File: config.mk
export PLATFORM = sky130hd
export DESIGN_NAME = fifo_sync_fwft_flat
export DESIGN_NICKNAME = d
export VERILOG_FILES = /design/src/rtl/fifo_sync_fwft_pkg.sv /design/src/rtl/fifo_sync_fwft_if.sv /design/src/rtl/fifo_sync_ram.sv /design/src/rtl/fifo_sync_fwft.sv /design/src/flat_wrapper.sv
export SDC_FILE = /design/constraint.sdc
export NUM_CORES = 1
export LEC_CHECK = 0
export BUFFER_PORTS_ARGS = -buffer_cell sky130_fd_sc_hd__buf_2
export CAP_MARGIN = 20
export CELL_PAD_IN_SITES_DETAIL_PLACEMENT = 1
export CELL_PAD_IN_SITES_GLOBAL_PLACEMENT = 1
export CORE_ASPECT_RATIO = 0.8
export CORE_UTILIZATION = 30
export DETAILED_ROUTE_END_ITERATION = 12
export HOLD_SLACK_MARGIN = 0.03
export PLACE_DENSITY = 0.59
export SLEW_MARGIN = 25
export SYNTH_ARGS = -nofsm -noshare
export SYNTH_HDL_FRONTEND = slang
export SYNTH_SLANG_ARGS = --single-unit
File: constraint.sdc
create_clock -name clk -period 6.05 [get_ports clk]
set_input_delay 1.21 -clock clk [delete_from_list [all_inputs] [get_ports clk]]
set_output_delay 1.21 -clock clk [all_outputs]
set_load 0.02 [all_outputs]
File: src/rtl/fifo_sync_fwft_pkg.sv
// Shared types and sizing helpers for the first-word-fall-through sync FIFO family.
// Capacity counts the RAM plus the two-word output stage.
package fifo_sync_fwft_pkg;

    typedef logic [1:0] os_cnt_t;

    localparam os_cnt_t OS_DEPTH = 2'd2;

    function automatic int fifo_cap(input int aw);
        return (1 << aw) + 2;
    endfunction

    function automatic int fifo_lw(input int aw);
        return aw + 2;
    endfunction

endpackage

File: src/rtl/fifo_sync_fwft_if.sv
// Handshake, data, threshold and status bundle of the FWFT FIFO.
// The producer/consumer side uses master; the FIFO itself uses slave.
interface fifo_sync_fwft_if
    import fifo_sync_fwft_pkg::*;
#(
    parameter int DATAWIDTH = 18,
    parameter int LW        = fifo_lw(5)
);
    logic                 flush;
    logic                 clear_err;
    logic [DATAWIDTH-1:0] wr_data;
    logic                 we;
    logic                 ns_full;
    logic                 full;
    logic [LW-1:0]        af_level;
    logic                 almost_full;
    logic                 ovf;
    logic [DATAWIDTH-1:0] ns_rd_data;
    logic [DATAWIDTH-1:0] rd_data;
    logic                 re;
    logic                 ns_ne;
    logic                 ne;
    logic [LW-1:0]        ae_level;
    logic                 almost_empty;
    logic [LW-1:0]        level;
    logic                 unf;

    modport master (
        output flush, clear_err, wr_data, we, af_level, re, ae_level,
        input  ns_full, full, almost_full, ovf, ns_rd_data, rd_data,
               ns_ne, ne, almost_empty, level, unf
    );

    modport slave (
        input  flush, clear_err, wr_data, we, af_level, re, ae_level,
        output ns_full, full, almost_full, ovf, ns_rd_data, rd_data,
               ns_ne, ne, almost_empty, level, unf
    );

endinterface

File: src/rtl/fifo_sync_ram.sv
// Simple dual-port RAM: one write port, one registered read port.
// No reset on storage or read register so it maps onto block RAM.
module fifo_sync_ram #(
    parameter int DW = 18,
    parameter int AW = 5
) (
    input  logic          clk,
    input  logic          we_i,
    input  logic [AW-1:0] waddr_i,
    input  logic [DW-1:0] wdata_i,
    input  logic          re_i,
    input  logic [AW-1:0] raddr_i,
    output logic [DW-1:0] rdata_o
);
    localparam int DEPTH = 1 << AW;

    logic [DW-1:0] mem_r [DEPTH];
    logic [DW-1:0] rdata_q;

    // Write port.
    always_ff @(posedge clk) begin
        if (we_i) begin
            mem_r[waddr_i] <= wdata_i;
        end
    end

    // Registered read port.
    always_ff @(posedge clk) begin
        if (re_i) begin
            rdata_q <= mem_r[raddr_i];
        end
    end

    assign rdata_o = rdata_q;

endmodule

File: src/rtl/fifo_sync_fwft.sv
// Single-clock FWFT FIFO: registered-read RAM prefetched into a 2-word output stage,
// with fill level, runtime thresholds, flush and sticky overflow/underflow flags.
module fifo_sync_fwft
    import fifo_sync_fwft_pkg::*;
#(
    parameter int DATAWIDTH = 18,
    parameter int ADDRWIDTH = 5,
    parameter int SLOP      = 4,
    parameter int LW        = fifo_lw(ADDRWIDTH)
) (
    input  logic             clk,
    input  logic             reset,
    fifo_sync_fwft_if.slave  bus
);
    localparam int            CAP    = fifo_cap(ADDRWIDTH);
    localparam logic [LW-1:0] CAP_L  = LW'(CAP);
    localparam logic [LW-1:0] FULL_L = LW'(CAP - SLOP);

    logic [ADDRWIDTH-1:0]          wr_ptr_q, wr_ptr_d, rd_ptr_q, rd_ptr_d;
    logic [ADDRWIDTH:0]            ram_cnt_q, ram_cnt_d;
    logic                          inflight_q, inflight_d;
    logic [1:0][DATAWIDTH-1:0]     os_mem_q, os_mem_d;
    logic                          os_rd_q, os_rd_d, os_wr_q, os_wr_d;
    os_cnt_t                       os_cnt_q, os_cnt_d;
    logic [LW-1:0]                 level_q, level_d;
    logic [DATAWIDTH-1:0]          rd_data_q;
    logic                          ne_q, full_q, af_q, ae_q, ovf_q, ovf_d, unf_q, unf_d;

    logic                          wr_acc_s, rd_acc_s, ovf_ev_s, unf_ev_s, pre_s;
    logic [2:0]                    os_used_s;
    os_cnt_t                       remain_s;
    logic                          rd_n_s;
    logic [DATAWIDTH-1:0]          ram_dout_s, ns_rd_data_s;
    logic                          ns_ne_s, ns_full_s;

    fifo_sync_ram #(.DW(DATAWIDTH), .AW(ADDRWIDTH)) u_ram (
        .clk     (clk),
        .we_i    (wr_acc_s),
        .waddr_i (wr_ptr_q),
        .wdata_i (bus.wr_data),
        .re_i    (pre_s),
        .raddr_i (rd_ptr_q),
        .rdata_o (ram_dout_s)
    );

    // Request qualification, prefetch decision and next state of every register.
    always_comb begin
        wr_acc_s  = bus.we && !bus.flush && (level_q < CAP_L);
        rd_acc_s  = bus.re && ne_q && !bus.flush;
        ovf_ev_s  = bus.we && !bus.flush && (level_q == CAP_L);
        unf_ev_s  = bus.re && !ne_q && !bus.flush;
        // The pop is counted so a slot drained this cycle is refilled at once.
        os_used_s = {1'b0, os_cnt_q} + {2'b00, inflight_q} - {2'b00, rd_acc_s};
        pre_s     = !bus.flush && (ram_cnt_q != '0) && (os_used_s < {1'b0, OS_DEPTH});
        remain_s  = os_cnt_q - os_cnt_t'(rd_acc_s);
        rd_n_s    = os_rd_q ^ rd_acc_s;
        ovf_d     = (ovf_q && !bus.clear_err) || ovf_ev_s;
        unf_d     = (unf_q && !bus.clear_err) || unf_ev_s;

        if (bus.flush) begin
            wr_ptr_d     = wr_ptr_q;
            rd_ptr_d     = wr_ptr_q;
            ram_cnt_d    = '0;
            inflight_d   = 1'b0;
            os_mem_d     = '0;
            os_rd_d      = 1'b0;
            os_wr_d      = 1'b0;
            os_cnt_d     = 2'd0;
            level_d      = '0;
            ns_rd_data_s = '0;
        end else begin
            wr_ptr_d   = wr_ptr_q + ADDRWIDTH'(wr_acc_s);
            rd_ptr_d   = rd_ptr_q + ADDRWIDTH'(pre_s);
            ram_cnt_d  = ram_cnt_q + (ADDRWIDTH + 1)'(wr_acc_s) - (ADDRWIDTH + 1)'(pre_s);
            inflight_d = pre_s;
            os_mem_d   = os_mem_q;
            if (inflight_q) begin
                os_mem_d[os_wr_q] = ram_dout_s;
            end else begin
                os_mem_d = os_mem_q;
            end
            os_rd_d  = rd_n_s;
            os_wr_d  = os_wr_q ^ inflight_q;
            os_cnt_d = os_cnt_q + os_cnt_t'(inflight_q) - os_cnt_t'(rd_acc_s);
            level_d  = level_q + LW'(wr_acc_s) - LW'(rd_acc_s);
            // The head after this cycle's pop is either a held word or the landing RAM read.
            if (remain_s != 2'd0) begin
                ns_rd_data_s = os_mem_q[rd_n_s];
            end else if (inflight_q) begin
                ns_rd_data_s = ram_dout_s;
            end else begin
                ns_rd_data_s = '0;
            end
        end

        ns_ne_s   = (os_cnt_d != 2'd0);
        ns_full_s = (level_d >= FULL_L);
    end

    // State and registered status outputs.
    always_ff @(posedge clk or posedge reset) begin
        if (reset) begin
            wr_ptr_q   <= '0;
            rd_ptr_q   <= '0;
            ram_cnt_q  <= '0;
            inflight_q <= 1'b0;
            os_mem_q   <= '0;
            os_rd_q    <= 1'b0;
            os_wr_q    <= 1'b0;
            os_cnt_q   <= 2'd0;
            level_q    <= '0;
            rd_data_q  <= '0;
            ne_q       <= 1'b0;
            full_q     <= 1'b0;
            af_q       <= 1'b0;
            ae_q       <= 1'b1;
            ovf_q      <= 1'b0;
            unf_q      <= 1'b0;
        end else begin
            wr_ptr_q   <= wr_ptr_d;
            rd_ptr_q   <= rd_ptr_d;
            ram_cnt_q  <= ram_cnt_d;
            inflight_q <= inflight_d;
            os_mem_q   <= os_mem_d;
            os_rd_q    <= os_rd_d;
            os_wr_q    <= os_wr_d;
            os_cnt_q   <= os_cnt_d;
            level_q    <= level_d;
            rd_data_q  <= ns_rd_data_s;
            ne_q       <= ns_ne_s;
            full_q     <= ns_full_s;
            af_q       <= (level_d >= bus.af_level);
            ae_q       <= (level_d <= bus.ae_level);
            ovf_q      <= ovf_d;
            unf_q      <= unf_d;
        end
    end

    assign bus.ns_full      = ns_full_s;
    assign bus.full         = full_q;
    assign bus.almost_full  = af_q;
    assign bus.ovf          = ovf_q;
    assign bus.ns_rd_data   = ns_rd_data_s;
    assign bus.rd_data      = rd_data_q;
    assign bus.ns_ne        = ns_ne_s;
    assign bus.ne           = ne_q;
    assign bus.almost_empty = ae_q;
    assign bus.level        = level_q;
    assign bus.unf          = unf_q;

endmodule

File: src/flat_wrapper.sv
// flat-port wrapper written by rule: the top's interface ports become plain ports
module fifo_sync_fwft_flat import fifo_sync_fwft_pkg::*;
#(
    parameter int DATAWIDTH = 18,
    parameter int ADDRWIDTH = 5,
    parameter int SLOP      = 4,
    parameter int LW        = fifo_lw(ADDRWIDTH)
)
  (clk, reset, bus_flush, bus_clear_err, bus_wr_data, bus_we, bus_af_level, bus_re, bus_ae_level, bus_ns_full, bus_full, bus_almost_full, bus_ovf, bus_ns_rd_data, bus_rd_data, bus_ns_ne, bus_ne, bus_almost_empty, bus_level, bus_unf);
  fifo_sync_fwft_if #(.DATAWIDTH(DATAWIDTH), .LW(LW)) bus_i ();
  input  logic clk;
  input  logic reset;
  input wire logic [$bits(bus_i.flush)-1:0] bus_flush;
  input wire logic [$bits(bus_i.clear_err)-1:0] bus_clear_err;
  input wire logic [$bits(bus_i.wr_data)-1:0] bus_wr_data;
  input wire logic [$bits(bus_i.we)-1:0] bus_we;
  input wire logic [$bits(bus_i.af_level)-1:0] bus_af_level;
  input wire logic [$bits(bus_i.re)-1:0] bus_re;
  input wire logic [$bits(bus_i.ae_level)-1:0] bus_ae_level;
  output wire logic [$bits(bus_i.ns_full)-1:0] bus_ns_full;
  output wire logic [$bits(bus_i.full)-1:0] bus_full;
  output wire logic [$bits(bus_i.almost_full)-1:0] bus_almost_full;
  output wire logic [$bits(bus_i.ovf)-1:0] bus_ovf;
  output wire logic [$bits(bus_i.ns_rd_data)-1:0] bus_ns_rd_data;
  output wire logic [$bits(bus_i.rd_data)-1:0] bus_rd_data;
  output wire logic [$bits(bus_i.ns_ne)-1:0] bus_ns_ne;
  output wire logic [$bits(bus_i.ne)-1:0] bus_ne;
  output wire logic [$bits(bus_i.almost_empty)-1:0] bus_almost_empty;
  output wire logic [$bits(bus_i.level)-1:0] bus_level;
  output wire logic [$bits(bus_i.unf)-1:0] bus_unf;
  assign bus_i.flush = bus_flush;
  assign bus_i.clear_err = bus_clear_err;
  assign bus_i.wr_data = bus_wr_data;
  assign bus_i.we = bus_we;
  assign bus_i.af_level = bus_af_level;
  assign bus_i.re = bus_re;
  assign bus_i.ae_level = bus_ae_level;
  assign bus_ns_full = bus_i.ns_full;
  assign bus_full = bus_i.full;
  assign bus_almost_full = bus_i.almost_full;
  assign bus_ovf = bus_i.ovf;
  assign bus_ns_rd_data = bus_i.ns_rd_data;
  assign bus_rd_data = bus_i.rd_data;
  assign bus_ns_ne = bus_i.ns_ne;
  assign bus_ne = bus_i.ne;
  assign bus_almost_empty = bus_i.almost_empty;
  assign bus_level = bus_i.level;
  assign bus_unf = bus_i.unf;
  fifo_sync_fwft #(.DATAWIDTH(DATAWIDTH), .ADDRWIDTH(ADDRWIDTH), .SLOP(SLOP), .LW(LW)) u_core (.clk(clk), .reset(reset), .bus(bus_i));
endmodule
; Word-level counts from Yosys, hierarchy flattened
; Memories as Yosys holds them, arrays and structs flattened. A register that Yosys moved wholly into a read port is not among the register bits.
; Index checks and enable logic that the tools add are counted.
[word_totals]
inputBits = 38
ff_bits = 88
mem_bits_rw = 576
wordCells = 80
output_inout_bits = 51
mem_count = 1
[op_classes]
n_eq_ne = 1
mux = 19
n_addsub = 11
n_reduce_logical = 21
n_bitwise = 2
n_lt_le_gt_ge = 8
[memory_table]
columns = memory, words, word_bits, read_ports, rd_clocked_by_memory_dff, write_ports, line
row1 = u_core.u_ram.mem_r, 32, 18, 1, 1, 1, fifo_sync_ram.sv:17  ; logic [DW-1:0] mem_r [DEPTH];
[op_table]
columns = cell, n
row1 = 2-to-1 mux 18 bit, 6
row2 = 2-to-1 mux 36 bit, 2
row3 = bitwise mux 36 bit, 1
row4 = demux 18 bit (select 1 bit), 1
row5 = logical AND 1 bit, 12
row6 = adder 5 x 1 -> 5 bit, 2
row7 = adder 7 x 1 -> 7 bit, 1
row8 = == test 7 x 6 -> 1 bit (second input constant), 1
row9 = greater-or-equal comparator 7 x 5 -> 1 bit (second input constant), 1
row10 = greater-or-equal comparator 7 bit, 1
row11 = less-or-equal comparator 7 bit, 1
row12 = less-than comparator 7 x 6 -> 1 bit (second input constant), 1
row13 = 2-to-1 mux 7 bit, 1
row14 = subtractor 7 x 1 -> 7 bit, 1
row15 = adder 6 x 1 -> 6 bit, 1
row16 = 2-to-1 mux 6 bit, 1
row17 = nonzero test 2 bit, 3
row18 = nonzero test 6 bit, 1
row19 = subtractor 6 x 1 -> 6 bit, 1
row20 = 2-to-1 mux 1 bit, 5
row21 = 2-to-1 mux 5 bit, 1
row22 = less-than comparator 1 x 2 -> 1 bit (second input constant), 2
row23 = subtractor 2 x 1 -> 2 bit, 2
row24 = adder 2 x 1 -> 3 bit, 1
row25 = other kinds (8), 12

; Logic depth before layout (Yosys ltp)
; Gate-level depths: netlist of run 1.
[logic_depth]
depth_word = 7
depth_mapped = 17
depth_no_buf = 16

; Modules after synthesis
; Synthesis of run 1 repeated with hierarchy kept, for this count alone.
[hier_totals]
cells_unflattened = 1763
area_unflattened_um2 = 27918.0
[modules_own_cells]
columns = module, seq_area_each_um2, instances, area_per_inst_um2, cells_each
row1 = fifo_sync_ram, 17837.1, 1, 23231.0, 1278
row2 = fifo_sync_fwft, 2203.4, 1, 4687.0, 485

; Worst setup path after synthesis of run 1
; No wires, ideal clock.
[synth_timing]
path_type = input to register
start = input bus_flush
end = register u_core.ram_cnt_q[4]
stages = 17
path_slack_ns = 0.955
required_ns = 5.918
setup_ns = 0.132
n_path_buf = 1
t_arrival_ns = 4.964
path_cell_list = buf_2 > nand3b_4 > xnor2_1 > ha_1 > inv_1 > fa_1 > xnor2_1 > nand3b_1 > a41oi_1 > ha_1 > inv_1 > ha_1 > fa_1 > a21oi_1 > o21bai_1 > xnor2_1 > nor2_1
[synth_via]
elab_chain_cells = 7
[synth_rtl]
columns = item, line
row1 = start: declaration, flat_wrapper.sv:13  ; input wire logic [$bits(bus_i.flush)-1:0] bus_flush;
row2 = zero test 1 bit, "fifo_sync_fwft.sv:48, fifo_sync_fwft.sv:49, fifo_sync_fwft.sv:54"
row3 = logical AND 1 bit, fifo_sync_fwft.sv:49  ; rd_acc_s = bus.re && ne_q && !bus.flush;
row4 = subtractor 3 x 1 -> 3 bit, fifo_sync_fwft.sv:53  ; os_used_s = {1'b0, os_cnt_q} + {2'b00, inflight_q} - {2'b00, rd_acc_s};
row5 = less-than comparator 3 x 2 -> 1 bit, fifo_sync_fwft.sv:54  ; pre_s = !bus.flush && (ram_cnt_q != '0) && (os_used_s < {1'b0, OS_DEPTH});
row6 = logical AND 1 bit, fifo_sync_fwft.sv:54
row7 = subtractor 6 x 1 -> 6 bit, fifo_sync_fwft.sv:74  ; ram_cnt_d = ram_cnt_q + (ADDRWIDTH + 1)'(wr_acc_s) - (ADDRWIDTH + 1)'(pre_s);
row8 = 2-to-1 mux 6 bit (*), fifo_sync_fwft.sv:60  ; if (bus.flush) begin
row9 = net u_core.ram_cnt_d[4], fifo_sync_fwft.sv:20  ; logic [ADDRWIDTH:0] ram_cnt_q, ram_cnt_d;
row10 = end signal: assignment, fifo_sync_fwft.sv:122  ; ram_cnt_q <= ram_cnt_d;
row11 = end: declaration, fifo_sync_fwft.sv:20
; The timed path passes the listed nets; every way through them passes the cells marked *.
; A chain may end at the register's enable or synchronous reset.

; Final worst setup path of run 1
[layout_timing]
start = register u_core.level_q[3], in the netlist u_core.bus.level[3]
end = output bus_ns_full
[layout_via]
elab_chain_cells = 6
[layout_rtl]
columns = item, line
row1 = start: declaration, fifo_sync_fwft.sv:25  ; logic [LW-1:0] level_q, level_d;
row2 = start signal: assignment, fifo_sync_fwft.sv:128  ; level_q <= level_d;
row3 = less-than comparator 7 x 6 -> 1 bit, fifo_sync_fwft.sv:48  ; wr_acc_s = bus.we && !bus.flush && (level_q < CAP_L);
row4 = logical AND 1 bit, fifo_sync_fwft.sv:48
row5 = adder 7 x 1 -> 7 bit (*), fifo_sync_fwft.sv:85  ; level_d = level_q + LW'(wr_acc_s) - LW'(rd_acc_s);
row6 = subtractor 7 x 1 -> 7 bit (*), fifo_sync_fwft.sv:85
row7 = 2-to-1 mux 7 bit (*), fifo_sync_fwft.sv:60
row8 = net u_core.level_d[6], fifo_sync_fwft.sv:25
row9 = greater-or-equal comparator 7 x 5 -> 1 bit (*), fifo_sync_fwft.sv:97  ; ns_full_s = (level_d >= FULL_L);
row10 = end: declaration, flat_wrapper.sv:20  ; output wire logic [$bits(bus_i.ns_full)-1:0] bus_ns_full;
; Marks and branches as above.

==> results of run 1 <==
## flip-flops by register name, summed over array words and instances, names as in the netlist, 5 cells and up
register and cells:
u_core.os_mem_q 36, u_core.bus.rd_data 18, u_core.rd_ptr_q 5, u_core.wr_ptr_q 5
u_core.u_ram.rdata_o 18, u_core.bus.level 7, u_core.ram_cnt_q 6, u_core.u_ram.mem_r 576
## cell usage after synthesis, types with 4 or more instances
library cell    n  area, sq um
o22ai_1        12         75.1
ha_1           39          488
dfrtp_1        87         2180
a21oi_1        77          385
buf_4          10         75.1
mux2i_1        91          911
inv_1          38          143
a22oi_1        27          203
clkbuf_1       38          143
and2_1          4         25.0
a211oi_1       39          293
nor2b_1        21          131
nand4_1         7         43.8
edfxtp_1      594        17800
nand2b_1        8         50.1
o21ai_0        10         50.1
buf_6           7         78.8
xnor2_1        10         87.6
buf_2          19         95.1
a22o_1         13          114
buf_1          10         37.5
nand2_1        86          323
nand3_1         6         30.0
nand4b_1        4         35.0
a2111oi_2       7          105
nor2_1         50          188
o221ai_1       23          201
or2_2           4         25.0
mux4_2        105         2360
## worst min-delay path by stage
stage,start,end,cells after the start
finish,u_core.os_mem_q[30],u_core.os_mem_q[30],2
detailed placement,u_core.os_mem_q[7],u_core.os_mem_q[7],2
floorplan,u_core.os_mem_q[18],u_core.os_mem_q[18],2
global route,u_core.os_mem_q[35],u_core.os_mem_q[35],2
CTS,u_core.os_mem_q[7],u_core.os_mem_q[7],2
global placement,u_core.bus.unf,u_core.bus.unf,2
## final cells by class
class / instances / area share [%]
inverter: 38 / 0.460
tap: 1200 / 4.76
clock buffer: 93 / 5.90
sequential: 682 / 63.6
multi-input combinational: 696 / 21.9
clock inverter: 30 / 0.893
timing repair buffer: 131 / 2.52
## worst register-to-register path, stage by stage (launching register included)
cell	delay [ps]
dfrtp_1	970
xnor2_1	200
ha_1	170
inv_1	50
fa_1	390
xnor2_1	170
nand3b_1	130
a41oi_2	160
buf_4	300
ha_1	180
inv_1	40
ha_1	220
fa_1	450
a21oi_1	150
o21bai_1	90
xnor2_1	130
nor2_1	50
## cell families after synthesis
logic type | Yosys count | synth area share (%)
fa+ha+maj | 42 | 2.00
flops | 682 | 73.3
compound gates | 235 | 6.07
simple gates | 204 | 3.54
mux | 201 | 12.3
xor+xnor | 14 | 0.544
buf+inv | 124 | 2.24
## layer usage
layer  global-route usage [%]  routed length, um  up-vias
met3                     2.37               2850       76
met2                     23.9              32700      299
met4                     3.49               1110        0
met1                     21.8              33100     7607
met5                        0                  0        -
li1                         -                  -     6254
## power by group
part	total, mW	internal (mW)	leakage [nW]	switching, mW
sequential	5.81	5.46	6.53	0.341
combinational	3.62	1.50	2.99	2.12
clock	4.11	2.28	1.03	1.83
## stage by stage
stage                     total power, mW  instances
after floorplan                      8.34       1502
after global placement               9.50       2746
after detailed placement             9.58       2747
after CTS                            13.7       2870
after global routing                 14.2       2870
final                                13.5       2870
==> results by group, run 1 <==
Clock network
  – Cts hold-fix bufs: 0
  – Clock-pin slew on the worst setup and hold paths: 60 ps
  – TritonCTS Buffers: 71
  – Post-CTS setup repair buffer count: 0
  – CTS sink count: 682
  – Worst-skew pair later-pin latency: 620 ps
  – CTS Root Cell: clkbuf_16
  – Htree depth: 3
  – CTS max path bufs: 3
  – Count of cells resized by post-cts repair: 0
  – CTS tree: done

Placed design
  – Pre-CTS WS: 992 ps
  – IO Port Bufs: 88
  – Placed cell area: 29,400 sq um
  – Post-detail-place hpwl: 42.6 mm
  – GPL Wtd Cong: 0.766

Synth
  – Mapped Nets: 1,582
  – Syn. warnings: 0
  – Asr flop ratio synth: 12.9%
  – Synth unique cells: 64
  – Ys flop type: edfxtp_1
  – Avg Inst Size Synth: 18.2 sq um
  – Cells after Synth: 1,502
  – #FFs+latches synth: 682
  – Post-synthesis instance area: 27,400 sq um
  – EDFF count, synth: 594
  – Sequential share of the synthesized area: 73.3%

Critical path
  – CP startpoint kind: flip-flop
  – Path depth of the worst reg2reg path: 16
  – Worst r2r dst: u_core.ram_cnt_q[4]
  – Crit path max-delay family: compound AO/OA/AOI/OAI gates
  – Worst Path Buf+Inv: 2
  – Max stage delay on crit path: 550 ps
  – CP endpoint kind: output port
  – Worst EP arrival: 3960 ps
  – CP Cell Sequence: inv_1 -> ha_1 -> nor2b_1 -> o21ai_1 -> and2_1 -> ha_1 -> fa_1 -> nand2b_1 -> a211o_1 -> a311o_1 -> a311o_1 -> buf_2
  – Setup crit end: bus_ns_full
  – Worst r2r src: u_core.inflight_q
  – Critical path peak fanout: 9
  – Cell depth of the worst setup path: 12
  – Setup CP Type: reg2out
  – Slowest-stage cell, CP: o21ai_1
  – FF-to-FF setup slack: 2030 ps
  – CP startpoint: u_core.bus.level[3]
  – CP required: 4840 ps

Drt
  – Avg WL per Cell: 24.3 um
  – Drt pass-1 iters: 5
  – Post-route DRC: 0
  – Post-DRT Antenna Nets: 0
  – Vias: 14,200
  – Vias per inst: 4.96
  – Initial DRC count: 1,241
  – Routed wire length: 69.8 mm

Floorplanning
  – Die span in y: 272 um
  – Initial core utilization: 30.4%
  – Die area: 92,400 sq um
  – Core area: 89,900 sq um
  – Die Wd: 340 um
  – FP Rows: 98
  – Io pins: 89

Timing
  – Worst Skew: 20.7 ps
  – Part of the cycle the worst path needs: 85.5%
  – Setup_tns: 0 ps
  – Final WS setup: 875 ps
  – Final setup violation count: 0
  – Slew HR: 36.2%
  – Period minus WS final: 5170 ps
  – WHS: 523 ps
  – Final Hold Vio Count: 0
  – RSZ-0062 raised after global routing: no
  – Worst-Margin Slew: 957 ps
  – Final Max Tran Viols: 0
  – F_max: 193 MHz

Cells and area
  – Commonest non-fill, non-tap cell in the layout: edfxtp_1
  – Share of cells above drive strength 1: 23.1%
  – Final instance area: 31,500 sq um
  – Fillers: 8,999
  – Commonest cells after routing, fill and taps aside: edfxtp_1 (594), mux4_2 (105), mux2i_1 (91), buf_2 (88), nand2_1 (86)
  – N_diodes: 0
  – Reg area: 20,000 sq um
  – # nets final: 1,700
  – Synth-to-Final Area Change: 15.2%
  – Multi-input logic area: 6890 sq um
  – Final core utilization: 35.1%

Power and ir drop
  – PD cells: 429 nW/um^2
  – Leakage: 10.6 nW
  – Max rail drop VDD: 0.184 mV

GRT
  – GRT Util Overall: 15.1%
  – Initial antenna violation count: 0
  – First-pass GRT wire length: 103 mm
  – Gr ovfl total: 0
  – Vias in the first global route: 15,100
  – Largest net degree at the start of global routing: 82

Job
  – Max-Cap Viols: 0

Status
  – Outcome: completed

Worst hold path
  – Min-delay worst type: reg2reg
Power figures use the tool's default switching activity.
==> run 2, diff against run 1 <==
--- a/config.mk
+++ b/config.mk
@@ -11,6 +11,7 @@
 export CELL_PAD_IN_SITES_GLOBAL_PLACEMENT = 1
 export CORE_ASPECT_RATIO = 0.8
 export CORE_UTILIZATION = 30
+export CTS_BUF_LIST = sky130_fd_sc_hd__clkbuf_2
 export DETAILED_ROUTE_END_ITERATION = 12
 export HOLD_SLACK_MARGIN = 0.03
 export PLACE_DENSITY = 0.59
==> results by group, run 2 (synthesized netlist as in run 1, its figures left out) <==
Status
  – Outcome: completed

Timing
  – Final WS setup: 369 ps (-507 ps)
  – Final setup violation count: 0 (unchanged)
  – Worst-Margin Slew: 941 ps (-16.4 ps)
  – Period minus WS final: 5680 ps (+507 ps)
  – Final Hold Vio Count: 0 (unchanged)
  – Final Max Tran Viols: 0 (unchanged)
  – Part of the cycle the worst path needs: 93.9% (+8.4 points)
  – Setup_tns: 0 ps (unchanged)
  – RSZ-0062 raised after global routing: no
  – Slew HR: 37.3% (+1.1 points)
  – Worst Skew: 65.9 ps (+45.2 ps)
  – F_max: 176 MHz (-8.9%)

Floorplanning
  – Core area: 89,900 sq um (unchanged)
  – Die area: 92,400 sq um (unchanged)
  – Die span in y: 272 um (unchanged)
  – Initial core utilization: 30.4% (unchanged)
  – Io pins: 89 (unchanged)
  – Die Wd: 340 um (unchanged)
  – FP Rows: 98 (unchanged)

GRT
  – Largest net degree at the start of global routing: 82 (unchanged)
  – Vias in the first global route: 16,100 (+6.6%)
  – Initial antenna violation count: 2 (+2)
  – First-pass GRT wire length: 105 mm (+1.5%)
  – Gr ovfl total: 0 (unchanged)
  – GRT Util Overall: 15.4% (+0.32 points)

Placed design
  – Placed cell area: 29,400 sq um (unchanged)
  – Pre-CTS WS: 992 ps (unchanged)
  – IO Port Bufs: 88 (unchanged)
  – Post-detail-place hpwl: 42.6 mm (unchanged)
  – GPL Wtd Cong: 0.766 (unchanged)

Job
  – Max-Cap Viols: 0 (unchanged)

Critical path
  – Worst r2r src: u_core.inflight_q
  – CP required: 4840 ps (about the same)
  – Critical path peak fanout: 9 (unchanged)
  – CP startpoint kind: flip-flop
  – Path depth of the worst reg2reg path: 16 (unchanged)
  – CP endpoint kind: output port
  – Worst EP arrival: 4470 ps (+510 ps)
  – Setup CP Type: reg2out
  – FF-to-FF setup slack: 2020 ps (about the same)
  – Worst r2r dst: u_core.ram_cnt_q[4]

Cells and area
  – Largest registers: u_core.u_ram.mem_r: 576 flops, u_core.os_mem_q: 36 flops
  – Fillers: 9,202 (+2.3%)
  – Share of cells above drive strength 1: 30.4% (+7.3 points)
  – Final core utilization: 34.5% (-0.58 points)
  – Commonest non-fill, non-tap cell in the layout: edfxtp_1
  – Max reg flops: 576 (unchanged)
  – Biggest register: u_core.u_ram.mem_r
  – Synth-to-Final Area Change: 13.4%
  – # nets final: 1,800 (+5.9%)
  – Commonest cells after routing, fill and taps aside: edfxtp_1 (594), clkbuf_2 (247), mux4_2 (105), mux2i_1 (91), buf_2 (88)
  – Final instance area: 31,000 sq um (-1.6%)

Power and ir drop
  – Cell-internal power: 8.30 mW (-10%)
  – Combinational power share: 28.7% (+2.0 points)
  – PnR Total Power: 12.6 mW (-6.6%)
  – Net Sw Frac: 34.3% (+2.6 points)
  – PD cells: 407 nW/um^2 (-5.1%)
  – Flop pwr share: 45.9% (+3.0 points)
  – Switching power: 4.33 mW (+1.0%)
  – Max rail drop VDD: 0.167 mV (-9.2%)
  – Leakage: 10.7 nW (+1.5%)
  – Clock Power Share: 25.4% (-5.0 points)

Drt
  – Post-DRT Antenna Nets: 0 (unchanged)
  – Drt pass-1 iters: 5 (unchanged)
  – Vias: 14,800 (+4.3%)
  – Routed wire length: 71.0 mm (+1.8%)
  – Post-route DRC: 0 (unchanged)
  – Vias per inst: 4.88 (-1.6%)
  – Initial DRC count: 1,066 (-14%)
  – Avg WL per Cell: 23.3 um (-4.0%)

Clock network
  – CTS Root Cell: clkbuf_2
  – CTS sink count: 682 (unchanged)
  – CTS tree: done
  – Worst-skew pair later-pin latency: 1380 ps (+760 ps)
  – Post-CTS setup repair buffer count: 0 (unchanged)
  – CTS max path bufs: 3 (unchanged)
  – Htree depth: 4 (+1)
  – Clock-pin slew on the worst setup and hold paths: 80 ps (+20 ps)
  – TritonCTS Buffers: 168 (+140%)

Worst hold path
  – Hold Path Origin: bus_ae_level[6]
  – Hold path depth: 4 (+2)
  – Hold Crit Endpoint: u_core.bus.almost_empty
  – Min-delay worst type: in2reg
-- run 2: cell count changes in the layout (fill, tap and decap cells not counted), moves of 3 or more --
cell           delta
bufinv_16         +4
clkbuf_16        -71
diode_2           +5
clkbuf_2        +247
clkbuf_1         -22
dlygate4sd3_1     +3
clkinv_2          -4
clkinv_1         +15
clkinv_8          -3
-- run 2: cell type report --
| class | instances | area, sq um | share of cell area, % |
|---|---|---|---|
| Antenna cell | 5 | 12.5 | 0.0404 |
| Multi-Input combinational cell | 696 | 6900 | 22.3 |
| Inverter | 38 | 145 | 0.468 |
| Clock inverter | 40 | 333 | 1.07 |
| Tap cell | 1200 | 1500 | 4.84 |
| Clock buffer | 247 | 1240 | 3.99 |
| Sequential cell | 682 | 20000 | 64.7 |
| Timing Repair Buffer | 134 | 826 | 2.66 |
-- run 2: per-stage QoR --
stage / hold WS [ps] / instances
2_1_floorplan: 501 / 1502
3_3_place_gp: 511 / 2746
3_5_place_dp: 517 / 2747
4_1_cts: 141 / 3037
5_1_grt: 268 / 3038
6_report: 311 / 3042
-- run 2: how the worst max path moves through the flow --
| stage | start | to | slack, ps | cells past startpoint |
|---|---|---|---|---|
| 2_1_floorplan | bus_flush | u_core.ram_cnt_q[4] | 950 | 17 |
| 3_3_place_gp | bus_flush | bus_ns_full | 1030 | 11 |
| 4_1_cts | u_core.bus.level[3] | bus_ns_full | 150 | 12 |
| 3_5_place_dp | bus_flush | bus_ns_full | 990 | 11 |
| 5_1_grt | u_core.bus.level[3] | bus_ns_full | 30 | 12 |
| 6_report | u_core.bus.level[3] | bus_ns_full | 370 | 12 |
-- run 2: worst max-delay path, stage by stage (launching register included) --
cell and delay (ps):
dfrtp_1 420, inv_1 150, ha_1 150, nor2b_1 210, o21ai_4 130, and2_1 220
ha_1 240, fa_1 440, nand2b_1 160, a2111oi_0 120, a311o_1 410, a311o_1 320
buf_2 170
-- run 2: repair_timing --
| action | CTS | global route |
|---|---|---|
| endpoints found under the setup margin | 1 | 1 |
| gates cloned | 0 | 0 |
| hold buffers | 3 | 0 |
| endpoints found under the hold margin | 26 | 0 |
| gates resized for setup | 1 | 1 |
-- run 2: layer usage --
metal,global-route usage [%],wire (um),up-vias
met5,0,13,-
met4,5.14,1530,2
met3,3.41,3740,115
met2,24.0,32700,386
met1,21.3,33000,7799
li1,-,-,6540
-- run 2: power by group through the flow --
stage	sequential (mW)	combinational [mW]	clock, mW
global placement	5.90	3.61	0
floorplan	5.75	2.58	0
detailed placement	5.91	3.67	0
global route	5.84	3.95	3.53
finish	5.80	3.63	3.21
CTS	5.81	3.70	3.34
==> run 3, diff against run 2 <==
--- a/config.mk
+++ b/config.mk
@@ -11,7 +11,8 @@
 export CELL_PAD_IN_SITES_GLOBAL_PLACEMENT = 1
 export CORE_ASPECT_RATIO = 0.8
 export CORE_UTILIZATION = 30
-export CTS_BUF_LIST = sky130_fd_sc_hd__clkbuf_2
+export CTS_BUF_LIST = sky130_fd_sc_hd__clkbuf_8 sky130_fd_sc_hd__clkbuf_16
+export CTS_CLUSTER_DIAMETER = 200
 export DETAILED_ROUTE_END_ITERATION = 12
 export HOLD_SLACK_MARGIN = 0.03
 export PLACE_DENSITY = 0.59
==> results by group, run 3 (synthesized netlist as in run 1, its figures left out) <==
GRT
  – Largest net degree at the start of global routing: 82 (unchanged)
  – GRT Util Overall: 15.1% (-0.33 points)
  – Vias in the first global route: 15,100 (-6.2%)
  – Gr ovfl total: 0 (unchanged)
  – First-pass GRT wire length: 103 mm (-1.5%)
  – Initial antenna violation count: 0 (-2)

Timing
  – Period minus WS final: 5180 ps (-505 ps)
  – Worst Skew: 18.2 ps (-47.8 ps)
  – Part of the cycle the worst path needs: 85.6% (-8.3 points)
  – Final WS setup: 873 ps (+505 ps)
  – F_max: 193 MHz (+9.7%)
  – Final Max Tran Viols: 0 (unchanged)
  – Worst-Margin Slew: 969 ps (+28.5 ps)
  – Final setup violation count: 0 (unchanged)
  – Setup_tns: 0 ps (unchanged)
  – Slew HR: 35.4% (-1.9 points)
  – RSZ-0062 raised after global routing: no
  – Final Hold Vio Count: 0 (unchanged)

Drt
  – Vias: 14,300 (-3.6%)
  – Post-DRT Antenna Nets: 0 (unchanged)
  – Avg WL per Cell: 24.3 um (+4.0%)
  – Drt pass-1 iters: 5 (unchanged)
  – Routed wire length: 69.7 mm (-1.8%)
  – Initial DRC count: 1,240 (+16%)
  – Post-route DRC: 0 (unchanged)
  – Vias per inst: 4.99 (+2.2%)

Worst hold path
  – Hold Crit Endpoint: u_core.os_mem_q[30]
  – Min-delay worst type: reg2reg
  – Hold Path Origin: u_core.os_mem_q[30]
  – Hold path depth: 2 (-2)

Critical path
  – CP required: 4840 ps (about the same)
  – CP startpoint kind: flip-flop
  – FF-to-FF setup slack: 2030 ps (about the same)
  – Path depth of the worst reg2reg path: 16 (unchanged)
  – Setup CP Type: reg2out
  – CP endpoint kind: output port
  – Worst r2r src: u_core.inflight_q
  – Worst EP arrival: 3970 ps (-500 ps)
  – Worst r2r dst: u_core.ram_cnt_q[4]
  – Critical path peak fanout: 9 (unchanged)

Cells and area
  – Commonest non-fill, non-tap cell in the layout: edfxtp_1
  – N_diodes: 0 (-5)
  – Largest registers: u_core.u_ram.mem_r: 576 flops, u_core.os_mem_q: 36 flops
  – Commonest cells after routing, fill and taps aside: edfxtp_1 (594), mux4_2 (105), mux2i_1 (91), buf_2 (88), nand2_1 (86)
  – Max reg flops: 576 (unchanged)
  – Biggest register: u_core.u_ram.mem_r
  – # nets final: 1,700 (-5.6%)
  – Synth-to-Final Area Change: 15.2%
  – Share of cells above drive strength 1: 23.1% (-7.3 points)

Clock network
  – CTS max path bufs: 3 (unchanged)
  – CTS tree: done
  – TritonCTS Buffers: 71 (-58%)
  – Clock-pin slew on the worst setup and hold paths: 60 ps (-20 ps)
  – Htree depth: 3 (-1)
  – Cts hold-fix bufs: 0 (-3)
  – Count of cells resized by post-cts repair: 0 (-1)
  – Post-CTS setup repair buffer count: 0 (unchanged)
  – CTS sink count: 682 (unchanged)
  – CTS Root Cell: clkbuf_16
  – Worst-skew pair later-pin latency: 620 ps (-760 ps)

Placed design
  – Post-detail-place hpwl: 42.6 mm (unchanged)
  – Pre-CTS WS: 992 ps (unchanged)
  – GPL Wtd Cong: 0.766 (unchanged)
  – IO Port Bufs: 88 (unchanged)

Floorplanning
  – Die Wd: 340 um (unchanged)
  – Die area: 92,400 sq um (unchanged)
  – FP Rows: 98 (unchanged)
  – Initial core utilization: 30.4% (unchanged)
  – Core area: 89,900 sq um (unchanged)
  – Die span in y: 272 um (unchanged)
  – Io pins: 89 (unchanged)

Power and ir drop
  – Leakage: 10.6 nW (-0.63%)
  – Max rail drop VDD: 0.185 mV (+10%)
  – PD cells: 428 nW/um^2 (+5.1%)

Job
  – Max-Cap Viols: 0 (unchanged)

Status
  – Outcome: completed
==> run 3: changes by cell type in the layout (fill, tap and decap cells not counted), sizes merged <==
| cell | before | now |
|---|---|---|
| bufinv | 6 | 2 |
| clkbuf | 247 | 71 |
| clkinv | 31 | 25 |
| clkinvlp | 2 | 1 |
| diode | 5 | 0 |
| dlygate4sd3 | 3 | 0 |
| inv | 39 | 62 |
==> run 3: metrics by stage <==
step	utilization (%)	hold WS, ps	total power, mW	std cells	cell area [sq um]
2_1_floorplan	-	501	8.34	1502	27400
3_3_place_gp	32.7	511	9.50	2746	29400
3_5_place_dp	32.7	517	9.58	2747	29400
4_1_cts	35.1	525	13.7	2870	31500
5_1_grt	35.1	545	14.1	2870	31500
6_report	35.1	523	13.5	2870	31500
==> run 3: worst max-delay path by stage <==
| stage | slack (ps) | start | cells past startpoint | end |
|---|---|---|---|---|
| after floorplan | 950 | bus_flush | 17 | u_core.ram_cnt_q[4] |
| after global placement | 1030 | bus_flush | 11 | bus_ns_full |
| after detailed placement | 990 | bus_flush | 11 | bus_ns_full |
| after CTS | 810 | u_core.bus.level[3] | 12 | bus_ns_full |
| after global routing | 490 | u_core.bus.level[3] | 12 | bus_ns_full |
| final | 870 | u_core.bus.level[3] | 12 | bus_ns_full |
==> run 3: worst max-delay path, cell delays in order, from the launching register on <==
cell and delay (ps):
dfrtp_1 400, inv_1 120, ha_1 200, nor2b_1 120, o21ai_1 550, and2_1 290, ha_1 210, fa_1 220
nand2b_1 120, a211o_1 280, a311o_1 340, a311o_1 320, buf_2 170
==> run 3: final cells by class <==
| cell class | instances | area, sq um |
|---|---|---|
| clock buffers | 71 | 1780 |
| clock inverters | 52 | 364 |
| fillers | 8999 | 58400 |
| inverters | 38 | 145 |
| multi-input cells | 696 | 6890 |
| flip-flops and latches | 682 | 20000 |
| well taps | 1200 | 1500 |
| repair buffers | 131 | 796 |
==> run 3: where the power goes <==
group | switching (mW) | internal, mW
registers | 0.342 | 5.46
clock network | 1.83 | 2.24
logic | 2.12 | 1.50
==> run 3: routing by layer <==
| metal | global-route usage, % | part of all wire, % | vias up | wire (um) |
|---|---|---|---|---|
| li1 | - | - | 6253 | - |
| met1 | 21.8 | 47 | 7688 | 32900 |
| met2 | 23.9 | 47 | 284 | 32800 |
| met3 | 2.37 | 4.0 | 82 | 2780 |
| met4 | 3.49 | 1.7 | 0 | 1160 |
| met5 | 0 | 0 | - | 0 |
